===== src/rtl/alu_status_handler.sv =====
// Consumer of the ALU status bus: latches flags, accumulates sticky flags, evaluates branch
// conditions and raises a masked exception request with a req/ack handshake that stalls the datapath.
module alu_status_handler #(
  parameter int unsigned COUNT_W = 8
) (
  input  logic               clk,
  input  logic               rst_n,
  input  logic               status_valid,
  input  logic [7:0]         ALU_status,
  input  logic [2:0]         exc_mask,
  input  logic [2:0]         cond_sel,
  input  logic               sticky_clr,
  input  logic               exc_ack,
  output logic [7:0]         flags,
  output logic [7:0]         sticky,
  output logic               cond_true,
  output logic               exc_req,
  output logic [1:0]         exc_cause,
  output logic               stall,
  output logic [COUNT_W-1:0] ovf_count
);

  typedef enum logic [1:0] {StIdle, StReq, StDrain} state_e;

  state_e             state_q, state_d;
  logic [1:0]         cause_q, cause_d;
  logic [7:0]         flags_q, flags_d;
  logic [7:0]         sticky_q, sticky_d;
  logic [COUNT_W-1:0] cnt_q, cnt_d;

  logic       sample;
  logic [7:0] status_bits;
  logic [1:0] event_cause;
  logic       unused_bits;

  assign unused_bits = ^ALU_status[1:0];

  assign stall       = (state_q != StIdle);
  assign sample      = status_valid & ~stall;
  assign status_bits = {ALU_status[7:2], 2'b00};

  // Zero cause means no enabled event; priority is div-by-zero, then overflow, then odd.
  always_comb begin
    event_cause = 2'd0;
    if (ALU_status[2] & exc_mask[2]) begin
      event_cause = 2'd3;
    end else if (ALU_status[6] & exc_mask[1]) begin
      event_cause = 2'd2;
    end else if (ALU_status[3] & exc_mask[0]) begin
      event_cause = 2'd1;
    end
  end

  // Clear is applied first so a coinciding sample starts the accumulation afresh.
  always_comb begin
    flags_d  = flags_q;
    sticky_d = sticky_clr ? 8'h00 : sticky_q;
    cnt_d    = sticky_clr ? '0 : cnt_q;
    if (sample) begin
      flags_d  = status_bits;
      sticky_d = sticky_d | status_bits;
      if (ALU_status[6] && !(&cnt_d)) begin
        cnt_d = cnt_d + COUNT_W'(1);
      end
    end
  end

  always_comb begin
    state_d = state_q;
    cause_d = cause_q;
    case (state_q)
      StIdle: begin
        if (sample && (event_cause != 2'd0)) begin
          state_d = StReq;
          cause_d = event_cause;
        end
      end
      StReq: begin
        if (exc_ack) begin
          state_d = StDrain;
        end
      end
      StDrain: begin
        state_d = StIdle;
        cause_d = 2'd0;
      end
      default: begin
        state_d = StIdle;
        cause_d = 2'd0;
      end
    endcase
  end

  always_ff @(posedge clk) begin
    if (!rst_n) begin
      state_q  <= StIdle;
      cause_q  <= 2'd0;
      flags_q  <= 8'h00;
      sticky_q <= 8'h00;
      cnt_q    <= '0;
    end else begin
      state_q  <= state_d;
      cause_q  <= cause_d;
      flags_q  <= flags_d;
      sticky_q <= sticky_d;
      cnt_q    <= cnt_d;
    end
  end

  always_comb begin
    case (cond_sel)
      3'd0:    cond_true = 1'b1;
      3'd1:    cond_true = flags_q[7];
      3'd2:    cond_true = ~flags_q[7];
      3'd3:    cond_true = flags_q[4] ^ flags_q[6];
      3'd4:    cond_true = ~(flags_q[4] ^ flags_q[6]);
      3'd5:    cond_true = flags_q[5];
      3'd6:    cond_true = flags_q[6];
      default: cond_true = 1'b0;
    endcase
  end

  assign flags     = flags_q;
  assign sticky    = sticky_q;
  assign exc_req   = (state_q == StReq);
  assign exc_cause = cause_q;
  assign ovf_count = cnt_q;

endmodule


===== config.mk =====
export PLATFORM = sky130hd
export DESIGN_NAME = alu_status_handler
export DESIGN_NICKNAME = d
export VERILOG_FILES = /design/src/rtl/alu_status_handler.sv
export SDC_FILE = /design/constraint.sdc
export NUM_CORES = 1
export LEC_CHECK = 0
export CORE_ASPECT_RATIO = 1.5
export CORE_UTILIZATION = 30
export DETAILED_ROUTE_END_ITERATION = 12
export GPL_ROUTABILITY_DRIVEN = 0
export MAX_ROUTING_LAYER = met4
export SETUP_SLACK_MARGIN = 0.15
export SLEW_MARGIN = 0
export SYNTH_ARGS = -nofsm -noshare
export SYNTH_HDL_FRONTEND = slang
export SYNTH_SLANG_ARGS = --single-unit

===== constraint.sdc =====
create_clock -name clk -period 1.75 [get_ports clk]
set_input_delay 0.35 -clock clk [delete_from_list [all_inputs] [get_ports clk]]
set_output_delay 0.35 -clock clk [all_outputs]
set_load 0.03 [all_outputs]

After elaboration in Yosys (flattened, before gate mapping)
Cells that the tools add are included.

word-level totals
  register bits = 26
  bits of input ports = 19
  output and inout port bits = 29

operators by class
  eq/ne operators = 9
  add/subtract/negate cells = 1
  mux-type cells = 14
  reductions and logical operators = 10
  bitwise gates (word level) = 10

operator list
  operator             number
  $mux 8               5
  $mux 2               5
  $eq 3x3->1 const B   3
  $add 8x1->8 const B  1
  $or 8x8->8           1
  $pmux 2 s2           2
  $reduce_and 8->1     1
  $pmux 1 s7           1
  $eq 3x2->1 const B   2
  $and 1x1->1          4
  $ne 2x2->1 const B   2
  $not 1->1            4
  $reduce_and 2->1     2
  $reduce_bool 2->1    2
  $eq 3x1->1 const B   1
  $logic_not 3->1      1
  $eq 2x1->1 const B   1
  $logic_and 1x1->1    2
  $logic_not 2->1      1
  $logic_not 1->1      1
  $mux 1               1
  $xor 1x1->1          1

Logic depth before layout (Yosys ltp)
  word-level depth = 8
  mapped depth = 7

Worst setup path after synthesis
OpenSTA, ideal clock, no wires.

  path type = register to output
  start = reg flags_q[7], in the netlist flags[7]
  end = out cond_true
  cell stages (with the launch flop) = 4
  slack = -0.093 ns
  arrival time = 1.493 ns
  cells stage by stage = dfxtp_1 > mux2_2 > a21oi_1 > o21ai_0

between the ends
  cells in the longest elaborated chain, start to end = 2

ends and longest elaborated chain
  item                    line  source
  from (decl)             27    logic [7:0] flags_q, flags_d;
  from (signal assigned)  104   flags_q <= flags_d;
  $not 1->1               114   3'd2: cond_true = ~flags_q[7];
  $pmux 1 s7 (*)          111   case (cond_sel)
  to (decl)               16    output logic cond_true,

Mark *: on every way between the ends. The rest lies on a longest branch, timed or not.

Final worst setup path
  start = in cond_sel[0]
  end = out cond_true

between the ends
  cells in the longest elaborated chain, start to end = 2

ends and longest elaborated chain
  item                                      line  source
  from (decl)                               11    input logic [2:0] cond_sel,
  $eq 3x3->1, or another cell as far along  111
  $pmux 1 s7 (*)                            111

Marks and branches as above.

==> metrics <==
Data arrival, critical path between 1 and 1.5 ns; Critical Path Source cond_sel[0]; Mapped Area 0.00119 mm^2; worst min-delay path class reg -> reg; H-tree depth 1; Gate power share about 22%; outcome complete, no violations; Max-Cap Viols 0; GR Util All Layers 16.9%; Initial DRC Count 30; clock buffer count from CTS 3; Setup Viol. Count Final 0; RSZ-0062 raised after global routing true; buffer depth of the longest clock path 2; Worst setup SP type input port; Main synth FF type dfxtp_1; crit path kind in -> out; DR pass1 iterations 4; clock skew 0.00734 ns; FILL cells between 300 and 400; R2R depth 6; row count 27; first-pass GRT wire length around 5.3 mm; Synth Area in XOR/XNOR under 10%; DR DRC count 0; Reg2Reg Capture Point ovf_count[2]; Post-Syn Area per Cell 8.92 um^2; CTS root buffer clkbuf_8; Area Overhead vs Synth 57.9%; CP endpoint kind primary output; Synth Area in Compound Gates a little under a fifth; Clock transition at path regs roughly 0.090 ns; Clk Latency, worst-skew pair 0.26 ns; detailed placement HPWL approximately 2.5 mm; total length of routed wires approximately 3.3 mm; post-synth cell types 46; core area 0.00375 mm^2; Sinks on Clock Net 24; initial antenna violation count 0; Synth Area in Simple Gates a little under a third; sequential power share between 40% and 50%; internal power just over 1 mW; min Tclk post-route 1.64 ns; synthesized-area fraction occupied by adder cells under 10%; Setup TNS 0 ns; initial core utilization a little under a third; DIE HEIGHT roughly 79 um; WP data required 1.40 ns; average wire per standard cell between 10 and 15 um; Final Max Tran Viols 0; Nets 215; number of synthesized flops with an enable pin 0; Reg-to-Reg Start ovf_count[1]; Cells after Synth approximately 130; grt ovf 0; Final Hold Vio Count 0; via count between 1000 and 1500; Max Fanout on Critical Path 4; pwr/cell area 723 mW/mm^2; die area roughly 0.0042 mm^2; CTS tree done; sequential share of the synthesized area between 40% and 50%; Multi-input gate area 738 um^2; Max IR drop VDD roughly 0.37 mV; Cells after DPL 230; leakage ~0.85 nW; total power between 1 and 1.5 mW; Max Fclk 609 MHz; hold path start flags[3]; Ports 48; R2R setup slack ~0.21 ns; largest family of logic cells by synthesized area simple AND/OR/NAND/NOR gates; ANT nets after route 0; die width 53.5 um; Register Area 493 um^2; Via density about 5; Placement Setup Slack -0.312 ns; Post-Layout Cell Count around 240; post-synthesis mux area share 1.78%; largest net degree at the start of global routing 23; Yosys Warn Count 0; vias in the first global route between 1000 and 1500; final worst-path cycle share ~94%; PnR worst setup slack roughly 0.11 ns; share of cells above drive strength 1 a little over a quarter; antenna diode count 0; Psw around 0.35 mW; switch share 25.9%; #FFs+latches synth 24; Critical Path End cond_true; Port Buf Inserts between 40 and 50; clock share of power 35.0%; ys async rst share 0%
## placed cells by master, fill, tap and decap left out, types with 3 or more instances in the layout
master and instances:
dfxtp_2 4, nand2_1 15, clkbuf_8 3, nand3_1 4
nor2b_1 8, nand2b_1 8, clkdlybuf4s50_1 13, and3_1 4
dfxtp_1 18, buf_4 20, nand4_1 4, conb_1 4
dlygate4sd2_1 25, a21boi_0 10
## cell type report
cell class / count / share of cell area [%]
multi-input cells: 104 / 39.1
inverters: 1 / 0.199
flip-flops and latches: 24 / 26.1
repair buffers: 61 / 27.9
clock inverters: 1 / 1.59
clock buffers: 3 / 2.19
well taps: 43 / 2.85
## logic make-up after synthesis
family	after synthesis
flops	24
other cells	1
mux	2
fa+ha+maj	1
compound gates	31
simple gates	62
xor+xnor	4
buf+inv	9
## cells in the mapped netlist, types with 2 or more instances
cell,n,share of area [%]
o21ai_0,3,1.3
o211ai_1,2,1.3
nand2_1,16,5.0
a21boi_0,10,6.3
clkbuf_1,3,0.94
and2_1,2,1.0
nor2_1,2,0.63
dfxtp_1,24,40
o31ai_1,2,1.3
xnor2_1,2,1.5
nor2b_1,9,4.7
nand2b_1,8,4.2
and3_1,4,2.1
buf_4,4,2.5
nand4_1,4,2.1
a21oi_1,4,1.7
xor2_1,2,1.5
nand3_1,4,1.7
a22oi_1,2,1.3
## through the flow
stage / area (um^2) / hold WS [ns] / utilization [%]
finish: 1890 / 0.470 / 50.3
CTS: 1850 / 0.478 / 49.3
global placement: 1770 / 0.454 / 47.1
detailed placement: 1770 / 0.468 / 47.1
global route: 1890 / 0.503 / 50.3
floorplan: 1230 / 0.468 / -
## repair_timing
action	4_1_cts	5_1_grt
setup endpoints to repair	31	5
pin swaps	4	2
hold buffers	0	0
buffers inserted	1	2
gates resized for setup	39	9
## power by group through the flow
stage	logic, mW	registers (mW)	clock network, mW
floorplan	0.120	0.645	0
global placement	0.294	0.602	0
detailed placement	0.299	0.603	0
CTS	0.288	0.590	0.494
global route	0.318	0.595	0.518
finish	0.295	0.592	0.478
## worst min-delay path by stage
stage,endpoint,slack (ns),cells after the start
after global placement,flags[3],0.45,2
after floorplan,exc_cause[1],0.47,1
after detailed placement,flags[3],0.47,2
after CTS,exc_cause[1],0.48,1
final,flags[3],0.47,2
after global routing,exc_cause[1],0.50,1
## state kept, by name (all words and copies together), names as in the netlist
signal and flops:
ovf_count 8, flags 6, state_q 2, exc_cause 2
sticky 6
## critical path, cell delays in order
cell           delay, ns
dlygate4sd2_1       0.28
buf_4               0.16
nor4_4              0.23
a21oi_2             0.05
o21ai_2             0.07
buf_6               0.15
## metal layers
layer	vias to the layer above	global-route usage, %	wire length [um]
met2	34	29.6	1780
met5	-	-	0
met4	0	8.42	55
met3	6	2.30	112
met1	555	17.6	1330
li1	587	-	-
No activity file was read; power rests on OpenSTA's default activity.
